`config.mk`:
```
export PLATFORM = sky130hd
export DESIGN_NAME = mips_exec_stage_flat
export DESIGN_NICKNAME = d
export VERILOG_FILES = /design/src/rtl/mips_pkg.sv /design/src/rtl/mips_exec_stage_if.sv /design/src/rtl/mips_alu.sv /design/src/rtl/mips_decoder.sv /design/src/rtl/mips_dmem.sv /design/src/rtl/mips_exec_stage.sv /design/src/flat_wrapper.sv
export SDC_FILE = /design/constraint.sdc
export NUM_CORES = 2
export LEC_CHECK = 0
export CORE_MARGIN = 10
export CORE_UTILIZATION = 30
export CTS_CLUSTER_DIAMETER = 120
export DETAILED_ROUTE_END_ITERATION = 8
export GPL_TIMING_DRIVEN = 0
export PLACE_DENSITY_LB_ADDON = 0.05
export SKIP_LAST_GASP = 1
export SLEW_MARGIN = 10
export SYNTH_ARGS = -nofsm -noshare
export SYNTH_HDL_FRONTEND = slang
export SYNTH_SLANG_ARGS = --single-unit
```
`constraint.sdc`:
```
create_clock -name Clk -period 38 [get_ports Clk]
set_input_delay 7.6 -clock Clk [delete_from_list [all_inputs] [get_ports Clk]]
set_output_delay 7.6 -clock Clk [all_outputs]
set_load 0.02 [all_outputs]
```
`src/rtl/mips_pkg.sv`:
```
// Shared encodings for the single-cycle MIPS execute/memory block:
// opcodes, R-type functs, ALU operation codes, extender modes and the control bundle.
package mips_pkg;

  localparam logic [5:0] OP_RTYPE = 6'b000000;
  localparam logic [5:0] OP_J     = 6'b000010;
  localparam logic [5:0] OP_BEQ   = 6'b000100;
  localparam logic [5:0] OP_BNE   = 6'b000101;
  localparam logic [5:0] OP_ADDI  = 6'b001000;
  localparam logic [5:0] OP_ADDIU = 6'b001001;
  localparam logic [5:0] OP_SLTI  = 6'b001010;
  localparam logic [5:0] OP_SLTIU = 6'b001011;
  localparam logic [5:0] OP_ANDI  = 6'b001100;
  localparam logic [5:0] OP_ORI   = 6'b001101;
  localparam logic [5:0] OP_XORI  = 6'b001110;
  localparam logic [5:0] OP_LUI   = 6'b001111;
  localparam logic [5:0] OP_LW    = 6'b100011;
  localparam logic [5:0] OP_SW    = 6'b101011;

  localparam logic [5:0] FN_SLL  = 6'b000000;
  localparam logic [5:0] FN_SRL  = 6'b000010;
  localparam logic [5:0] FN_SRA  = 6'b000011;
  localparam logic [5:0] FN_SLLV = 6'b000100;
  localparam logic [5:0] FN_SRLV = 6'b000110;
  localparam logic [5:0] FN_SRAV = 6'b000111;
  localparam logic [5:0] FN_ADD  = 6'b100000;
  localparam logic [5:0] FN_ADDU = 6'b100001;
  localparam logic [5:0] FN_SUB  = 6'b100010;
  localparam logic [5:0] FN_SUBU = 6'b100011;
  localparam logic [5:0] FN_AND  = 6'b100100;
  localparam logic [5:0] FN_OR   = 6'b100101;
  localparam logic [5:0] FN_XOR  = 6'b100110;
  localparam logic [5:0] FN_NOR  = 6'b100111;
  localparam logic [5:0] FN_SLT  = 6'b101010;
  localparam logic [5:0] FN_SLTU = 6'b101011;

  localparam logic [4:0] ALU_ADD   = 5'd0;
  localparam logic [4:0] ALU_SUB   = 5'd1;
  localparam logic [4:0] ALU_AND   = 5'd2;
  localparam logic [4:0] ALU_OR    = 5'd3;
  localparam logic [4:0] ALU_XOR   = 5'd4;
  localparam logic [4:0] ALU_NOR   = 5'd5;
  localparam logic [4:0] ALU_SLT   = 5'd6;
  localparam logic [4:0] ALU_SLTU  = 5'd7;
  localparam logic [4:0] ALU_SLL   = 5'd8;
  localparam logic [4:0] ALU_SRL   = 5'd9;
  localparam logic [4:0] ALU_SRA   = 5'd10;
  localparam logic [4:0] ALU_SLLV  = 5'd11;
  localparam logic [4:0] ALU_SRLV  = 5'd12;
  localparam logic [4:0] ALU_SRAV  = 5'd13;
  localparam logic [4:0] ALU_PASSB = 5'd14;
  localparam logic [4:0] ALU_EQ    = 5'd15;

  localparam logic [1:0] EXT_ZERO = 2'b00;
  localparam logic [1:0] EXT_SIGN = 2'b01;
  localparam logic [1:0] EXT_LUI  = 2'b10;

  typedef struct packed {
    logic       jump;
    logic       reg_dst;
    logic       branch;
    logic       mem_r;
    logic       mem2r;
    logic       mem_w;
    logic       reg_w;
    logic       alu_src;
    logic [1:0] ext_op;
    logic [4:0] alu_ctrl;
  } ctrl_t;

  localparam ctrl_t CTRL_NOP = '{default: '0};

endpackage

```
`src/rtl/mips_exec_stage_if.sv`:
```
// Instruction fields, operands and results exchanged between the core and the execute stage.
interface mips_exec_stage_if;
  logic [5:0]  OpCode;
  logic [5:0]  Funct;
  logic [4:0]  Shamt;
  logic [31:0] RsData;
  logic [31:0] RtData;
  logic [31:0] ExtImm;
  logic        Jump, RegDst, Branch, MemR, Mem2R, MemW, RegW, AluSrc;
  logic [1:0]  ExtOp;
  logic [4:0]  AluCtrl;
  logic [31:0] AluResult;
  logic        Zero;
  logic [31:0] WbData;

  modport master (
    output OpCode, Funct, Shamt, RsData, RtData, ExtImm,
    input  Jump, RegDst, Branch, MemR, Mem2R, MemW, RegW, AluSrc,
    input  ExtOp, AluCtrl, AluResult, Zero, WbData
  );

  modport slave (
    input  OpCode, Funct, Shamt, RsData, RtData, ExtImm,
    output Jump, RegDst, Branch, MemR, Mem2R, MemW, RegW, AluSrc,
    output ExtOp, AluCtrl, AluResult, Zero, WbData
  );
endinterface

```
`src/rtl/mips_alu.sv`:
```
// 32-bit ALU; shifts operate on B with either the instruction shamt or A[4:0].
module mips_alu
  import mips_pkg::*;
(
  input  logic [4:0]  alu_ctrl,
  input  logic [31:0] a,
  input  logic [31:0] b,
  input  logic [4:0]  shamt,
  output logic [31:0] result,
  output logic        zero
);

  logic [4:0] vsh;
  assign vsh = a[4:0];

  always_comb begin
    result = '0;
    case (alu_ctrl)
      ALU_ADD:   result = a + b;
      ALU_SUB:   result = a - b;
      ALU_AND:   result = a & b;
      ALU_OR:    result = a | b;
      ALU_XOR:   result = a ^ b;
      ALU_NOR:   result = ~(a | b);
      ALU_SLT:   result = {31'd0, $signed(a) < $signed(b)};
      ALU_SLTU:  result = {31'd0, a < b};
      ALU_SLL:   result = b << shamt;
      ALU_SRL:   result = b >> shamt;
      ALU_SRA:   result = $unsigned($signed(b) >>> shamt);
      ALU_SLLV:  result = b << vsh;
      ALU_SRLV:  result = b >> vsh;
      ALU_SRAV:  result = $unsigned($signed(b) >>> vsh);
      ALU_PASSB: result = b;
      ALU_EQ:    result = {31'd0, a == b};
      default:   result = '0;
    endcase
  end

  assign zero = (result == '0);

endmodule

```
`src/rtl/mips_decoder.sv`:
```
// Main control decoder: opcode/funct to datapath controls and ALU operation.
module mips_decoder
  import mips_pkg::*;
(
  input  logic [5:0] op_code,
  input  logic [5:0] funct,
  output ctrl_t      ctrl
);

  always_comb begin
    ctrl = CTRL_NOP;
    case (op_code)
      OP_RTYPE: begin
        ctrl.reg_dst = 1'b1;
        ctrl.reg_w   = 1'b1;
        case (funct)
          FN_ADD, FN_ADDU: ctrl.alu_ctrl = ALU_ADD;
          FN_SUB, FN_SUBU: ctrl.alu_ctrl = ALU_SUB;
          FN_AND:          ctrl.alu_ctrl = ALU_AND;
          FN_OR:           ctrl.alu_ctrl = ALU_OR;
          FN_XOR:          ctrl.alu_ctrl = ALU_XOR;
          FN_NOR:          ctrl.alu_ctrl = ALU_NOR;
          FN_SLT:          ctrl.alu_ctrl = ALU_SLT;
          FN_SLTU:         ctrl.alu_ctrl = ALU_SLTU;
          FN_SLL:          ctrl.alu_ctrl = ALU_SLL;
          FN_SRL:          ctrl.alu_ctrl = ALU_SRL;
          FN_SRA:          ctrl.alu_ctrl = ALU_SRA;
          FN_SLLV:         ctrl.alu_ctrl = ALU_SLLV;
          FN_SRLV:         ctrl.alu_ctrl = ALU_SRLV;
          FN_SRAV:         ctrl.alu_ctrl = ALU_SRAV;
          // an unrecognised funct must not write the register file
          default:         ctrl = CTRL_NOP;
        endcase
      end
      OP_ADDI, OP_ADDIU: begin
        ctrl.alu_src = 1'b1;
        ctrl.reg_w   = 1'b1;
        ctrl.ext_op  = EXT_SIGN;
        ctrl.alu_ctrl = ALU_ADD;
      end
      OP_SLTI, OP_SLTIU: begin
        ctrl.alu_src = 1'b1;
        ctrl.reg_w   = 1'b1;
        ctrl.ext_op  = EXT_SIGN;
        ctrl.alu_ctrl = (op_code == OP_SLTI) ? ALU_SLT : ALU_SLTU;
      end
      OP_ANDI, OP_ORI, OP_XORI: begin
        ctrl.alu_src = 1'b1;
        ctrl.reg_w   = 1'b1;
        ctrl.ext_op  = EXT_ZERO;
        ctrl.alu_ctrl = (op_code == OP_ANDI) ? ALU_AND :
                        (op_code == OP_ORI)  ? ALU_OR  : ALU_XOR;
      end
      OP_LUI: begin
        ctrl.alu_src = 1'b1;
        ctrl.reg_w   = 1'b1;
        ctrl.ext_op  = EXT_LUI;
        ctrl.alu_ctrl = ALU_PASSB;
      end
      OP_LW: begin
        ctrl.alu_src = 1'b1;
        ctrl.mem_r   = 1'b1;
        ctrl.mem2r   = 1'b1;
        ctrl.reg_w   = 1'b1;
        ctrl.ext_op  = EXT_SIGN;
      end
      OP_SW: begin
        ctrl.alu_src = 1'b1;
        ctrl.mem_w   = 1'b1;
        ctrl.ext_op  = EXT_SIGN;
      end
      OP_BEQ, OP_BNE: begin
        ctrl.branch  = 1'b1;
        ctrl.ext_op  = EXT_SIGN;
        // bne uses EQ so that Zero is set exactly when the branch is taken
        ctrl.alu_ctrl = (op_code == OP_BEQ) ? ALU_SUB : ALU_EQ;
      end
      OP_J:    ctrl.jump = 1'b1;
      default: ctrl = CTRL_NOP;
    endcase
  end

endmodule

```
`src/rtl/mips_dmem.sv`:
```
// Word-addressed data memory: async-clear array, clocked writes, combinational gated reads.
module mips_dmem #(
  parameter int DM_AW = 5
) (
  input  logic             clk,
  input  logic             rst,
  input  logic [DM_AW-1:0] addr,
  input  logic             re,
  input  logic             we,
  input  logic [31:0]      wdata,
  output logic [31:0]      rdata
);

  localparam int DEPTH = 1 << DM_AW;

  logic [DEPTH-1:0][31:0] mem;

  always_ff @(posedge clk or posedge rst) begin
    if (rst) begin
      mem <= '0;
    end else if (we) begin
      mem[addr] <= wdata;
    end
  end

  assign rdata = re ? mem[addr] : 32'd0;

endmodule

```
`src/rtl/mips_exec_stage.sv`:
```
// Single-cycle execute/memory stage: decode, ALU, data memory and write-back select.
module mips_exec_stage
  import mips_pkg::*;
#(
  parameter int DM_AW = 5
) (
  input  logic                Clk,
  input  logic                Reset,
  mips_exec_stage_if.slave    bus
);

  ctrl_t       ctrl;
  logic [31:0] alu_b;
  logic [31:0] alu_result;
  logic        zero;
  logic [31:0] mem_rdata;

  mips_decoder u_dec (
    .op_code (bus.OpCode),
    .funct   (bus.Funct),
    .ctrl    (ctrl)
  );

  assign alu_b = ctrl.alu_src ? bus.ExtImm : bus.RtData;

  mips_alu u_alu (
    .alu_ctrl (ctrl.alu_ctrl),
    .a        (bus.RsData),
    .b        (alu_b),
    .shamt    (bus.Shamt),
    .result   (alu_result),
    .zero     (zero)
  );

  mips_dmem #(.DM_AW(DM_AW)) u_dmem (
    .clk   (Clk),
    .rst   (Reset),
    .addr  (alu_result[DM_AW-1:0]),
    .re    (ctrl.mem_r),
    .we    (ctrl.mem_w),
    .wdata (bus.RtData),
    .rdata (mem_rdata)
  );

  assign bus.Jump      = ctrl.jump;
  assign bus.RegDst    = ctrl.reg_dst;
  assign bus.Branch    = ctrl.branch;
  assign bus.MemR      = ctrl.mem_r;
  assign bus.Mem2R     = ctrl.mem2r;
  assign bus.MemW      = ctrl.mem_w;
  assign bus.RegW      = ctrl.reg_w;
  assign bus.AluSrc    = ctrl.alu_src;
  assign bus.ExtOp     = ctrl.ext_op;
  assign bus.AluCtrl   = ctrl.alu_ctrl;
  assign bus.AluResult = alu_result;
  assign bus.Zero      = zero;
  assign bus.WbData    = ctrl.mem2r ? mem_rdata : alu_result;

endmodule

```
`src/flat_wrapper.sv`:
```
// flat-port wrapper written by rule: the top's interface ports become plain ports
module mips_exec_stage_flat import mips_pkg::*;
#(
  parameter int DM_AW = 5
)
  (Clk, Reset, bus_OpCode, bus_Funct, bus_Shamt, bus_RsData, bus_RtData, bus_ExtImm, bus_Jump, bus_RegDst, bus_Branch, bus_MemR, bus_Mem2R, bus_MemW, bus_RegW, bus_AluSrc, bus_ExtOp, bus_AluCtrl, bus_AluResult, bus_Zero, bus_WbData);
  mips_exec_stage_if bus_i ();
  input  logic Clk;
  input  logic Reset;
  input wire logic [$bits(bus_i.OpCode)-1:0] bus_OpCode;
  input wire logic [$bits(bus_i.Funct)-1:0] bus_Funct;
  input wire logic [$bits(bus_i.Shamt)-1:0] bus_Shamt;
  input wire logic [$bits(bus_i.RsData)-1:0] bus_RsData;
  input wire logic [$bits(bus_i.RtData)-1:0] bus_RtData;
  input wire logic [$bits(bus_i.ExtImm)-1:0] bus_ExtImm;
  output wire logic [$bits(bus_i.Jump)-1:0] bus_Jump;
  output wire logic [$bits(bus_i.RegDst)-1:0] bus_RegDst;
  output wire logic [$bits(bus_i.Branch)-1:0] bus_Branch;
  output wire logic [$bits(bus_i.MemR)-1:0] bus_MemR;
  output wire logic [$bits(bus_i.Mem2R)-1:0] bus_Mem2R;
  output wire logic [$bits(bus_i.MemW)-1:0] bus_MemW;
  output wire logic [$bits(bus_i.RegW)-1:0] bus_RegW;
  output wire logic [$bits(bus_i.AluSrc)-1:0] bus_AluSrc;
  output wire logic [$bits(bus_i.ExtOp)-1:0] bus_ExtOp;
  output wire logic [$bits(bus_i.AluCtrl)-1:0] bus_AluCtrl;
  output wire logic [$bits(bus_i.AluResult)-1:0] bus_AluResult;
  output wire logic [$bits(bus_i.Zero)-1:0] bus_Zero;
  output wire logic [$bits(bus_i.WbData)-1:0] bus_WbData;
  assign bus_i.OpCode = bus_OpCode;
  assign bus_i.Funct = bus_Funct;
  assign bus_i.Shamt = bus_Shamt;
  assign bus_i.RsData = bus_RsData;
  assign bus_i.RtData = bus_RtData;
  assign bus_i.ExtImm = bus_ExtImm;
  assign bus_Jump = bus_i.Jump;
  assign bus_RegDst = bus_i.RegDst;
  assign bus_Branch = bus_i.Branch;
  assign bus_MemR = bus_i.MemR;
  assign bus_Mem2R = bus_i.Mem2R;
  assign bus_MemW = bus_i.MemW;
  assign bus_RegW = bus_i.RegW;
  assign bus_AluSrc = bus_i.AluSrc;
  assign bus_ExtOp = bus_i.ExtOp;
  assign bus_AluCtrl = bus_i.AluCtrl;
  assign bus_AluResult = bus_i.AluResult;
  assign bus_Zero = bus_i.Zero;
  assign bus_WbData = bus_i.WbData;
  mips_exec_stage #(.DM_AW(DM_AW)) u_core (.Clk(Clk), .Reset(Reset), .bus(bus_i));
endmodule
```
==> flow_metrics.py <==
metrics = {
    "run_status": {
        "status": "complete, but fails checks",
        "violations": "capacitance limit",
    },
    "setup_path": {
        "cpMostUsedCell": "clkbuf_1",
        "cp_max_fo": 10,
        "crit_path_top_delay_cell": "buf_1",
        "end_kind": "primary output",
        "worstSetupStartpointType": "primary input",
        "crit_type": "primary input to primary output",
        "worstPathRequired_ns": 30.40,
        "worst_ep_arrival_time_ns": 22.04,
        "critPathMaxStageDelay_ns": 1.04,
    },
    "detailed_routing": {
        "vias_per_cell": 6.12,
        "vias": 54600,
        "first_pass_iters": 8,
        "drtIter0Drc": 6276,
        "wirelength_mm": 381,
        "antenna_left": 0,
        "route.detailed.drc": 0,
        "wire_per_inst_um": 42.8,
    },
    "cts": {
        "clkTransAtPathRegs_ns": 0.06,
        "clock-sinks": 1024,
        "cts-htree-levels": 3,
        "clock-root-buffer": "clkbuf_16",
        "clockBufferDepth": 3,
        "cts_hold_buf": 0,
        "clk_latency_ns": 0.75,
        "cts_resized": 0,
        "postCtsSetupBuffers": 0,
        "cts_buffers": 116,
        "cts_tree": "built",
    },
    "power": {
        "vdd_drop_max_mv": 0.0383,
        "pwr-share-seq": 0.338,
        "cellInternalPower_mw": 2.07,
        "power.switching_mw": 1.32,
        "pwr-share-clk": 0.356,
        "switching_share": 0.389,
        "power.leakage_nw": 31.6,
        "comb_power_share": 0.306,
        "p_per_area_nw_per_um2": 48.9,
    },
    "finish": {
        "layout_common_cells": "mux2_2 (1027), dfrtp_1 (1024), nand2_1 (698)",
        "final_common_cell": "mux2_2",
        "drive_gt1_frac": 0.248,
        "largestRegisters": "u_core.u_dmem.mem: 1024 flops",
        "nets": 6392,
        "regMostFlops": "u_core.u_dmem.mem",
        "final_core_util": 0.353,
        "area_delta_synth_final_pct": 17.1,
        "largest_reg_flops": 1024,
    },
    "sta": {
        "worst_slew_pin_slew_ns": 1.46,
        "clock.fmax_mhz": 33.7,
        "fin_crit_ns": 29.64,
        "grt_setup_unrepaired": "no",
        "finalSetupTns_ns": 0,
        "period_share": 0.780,
        "max-slew-margin-rel": 0.0136,
        "slew_violations": 0,
        "hold_viol": 0,
        "setup_violations": 0,
        "fin_skew_ns": 0,
    },
    "global_route": {
        "grt_max_degree": 101,
        "overflow": 0,
        "grt_pass1_wl_mm": 502,
        "track_usage": 0.338,
        "grt_pass1_vias": 53400,
        "grt_antenna_before_repair": 37,
    },
    "floorplanning": {
        "placementRows": 163,
        "die-area_um2": 216000,
        "die_height_um": 465,
        "io_pins": 195,
        "fp.dieW_um": 465,
        "core_area_um2": 197000,
        "start_util": 0.301,
    },
    "logic_synthesis": {
        "synth.ff_latch_count": 1024,
        "yosysSeqAreaShare": 0.432,
        "syn_inst": 5833,
        "postSynthNetCount": 6046,
        "yosys_warnings": 0,
        "avgSynthCellArea_um2": 10.2,
        "synth_enable_flop_cells": 0,
        "synth_async_sr_flop_share": 1.00,
        "syn-cell-area_um2": 59300,
        "ys.flop_type": "dfrtp_1",
        "synth_cell_types": 90,
    },
    "place": {
        "hpwl_mm": 279,
        "gp_congestion": 0.975,
        "io_buffers": 192,
    },
    "hold_path": {
        "hold_class": "register to register",
    },
    "job": {
        "maxCapViolations": 1,
    },
}
power groups by stage:
stage / Clock (mW) / Sequential, mW / Combinational (mW)
after floorplan: 0 / 1.16 / 0.443
after global placement: 0 / 1.17 / 0.994
after detailed placement: 0 / 1.17 / 1.01
after CTS: 1.22 / 1.15 / 1.01
after global routing: 1.26 / 1.15 / 1.05
final: 1.21 / 1.15 / 1.04
logic make-up after synthesis:
kind of cell               Yosys count  share of synthesized area
other                                1                  0.0000632
adders and majority gates           98                     0.0209
DFF                               1024                      0.432
muxes                             1287                      0.244
xor gates and xnor gates             7                    0.00103
buffers and inverters              641                     0.0435
AOI/OAI and AO/OA                 1505                      0.165
and+or+nand+nor                   1270                     0.0933
layer usage:
metal  global-route usage  vias up  routed length (µm)
li1                     -    22100                   -
met1                0.421    28900              152000
met2                0.542     2790              174000
met3               0.0535      810               25400
met4                0.222       14               29600
met5                    0        -                  87
critical path, delay by kind of cell:
| kind | cells | cell delay, ns |
|---|---|---|
| fa+ha+maj | 1 | 0.71 |
| mux | 1 | 0.54 |
| simple gates | 8 | 2.12 |
| buf+inv | 12 | 7.42 |
| compound gates | 8 | 3.49 |
cell usage after synthesis, drive strengths merged (17+ instances only):
cell / n / area share
a211oi: 56 / 0.0071
a21o: 24 / 0.0030
a21oi: 598 / 0.050
a221o: 18 / 0.0030
a221oi: 71 / 0.010
a22o: 47 / 0.0069
a22oi: 233 / 0.029
a31oi: 42 / 0.0045
and2: 20 / 0.0021
and3: 22 / 0.0023
buf: 220 / 0.017
clkbuf: 308 / 0.019
dfrtp: 1024 / 0.43
ha: 96 / 0.020
inv: 107 / 0.0068
mux2: 1070 / 0.20
mux2i: 197 / 0.033
mux4: 20 / 0.0076
nand2: 699 / 0.044
nand3: 106 / 0.0089
nand4: 27 / 0.0028
nor2: 212 / 0.014
nor3: 89 / 0.0078
nor4: 18 / 0.0020
o2111ai: 17 / 0.0025
o211ai: 56 / 0.0071
o21ai: 141 / 0.012
o221ai: 19 / 0.0028
o22ai: 33 / 0.0035
or3: 18 / 0.0019
final cells by class:
type                       instances  area [µm²]
antenna                            8        20.0
buffer                           528        2280
clock buffer                     175        3490
clock inverter                    38         512
fill                           20300      128000
inverter                         113         432
multi-input combinational       4168       31200
sequential                      1024       25600
tap                             2640        3300
timing repair buffer             228        2560
worst paths after layout:
path	end	slack, ns	cells past startpoint	start
min in group asynchronous	u_core.u_dmem.mem[851]	7.36	3	Reset
worst max-delay path	bus_WbData[13]	8.36	30	bus_OpCode[1]
worst min-delay path	u_core.u_dmem.mem[770]	0.49	1	u_core.u_dmem.mem[770]
max in group asynchronous	u_core.u_dmem.mem[963]	28.30	7	Reset
worst max register to register	u_core.u_dmem.mem[728]	37.14	1	u_core.u_dmem.mem[728]
worst min register to register	u_core.u_dmem.mem[770]	0.49	1	u_core.u_dmem.mem[770]
through the flow:
stage	power (mW)	hold slack, ns	instances	instance area, µm²	setup WS [ns]
finish	3.40	0.490	8922	69500	8.36
global route	3.46	0.502	8915	69400	8.45
CTS	3.37	0.494	8914	69400	8.77
detailed placement	2.17	0.480	8701	65400	8.76
global placement	2.16	0.473	8665	64600	-14.50
floorplan	1.61	0.464	5833	59300	1.58
(Power assumes the default switching activity.)
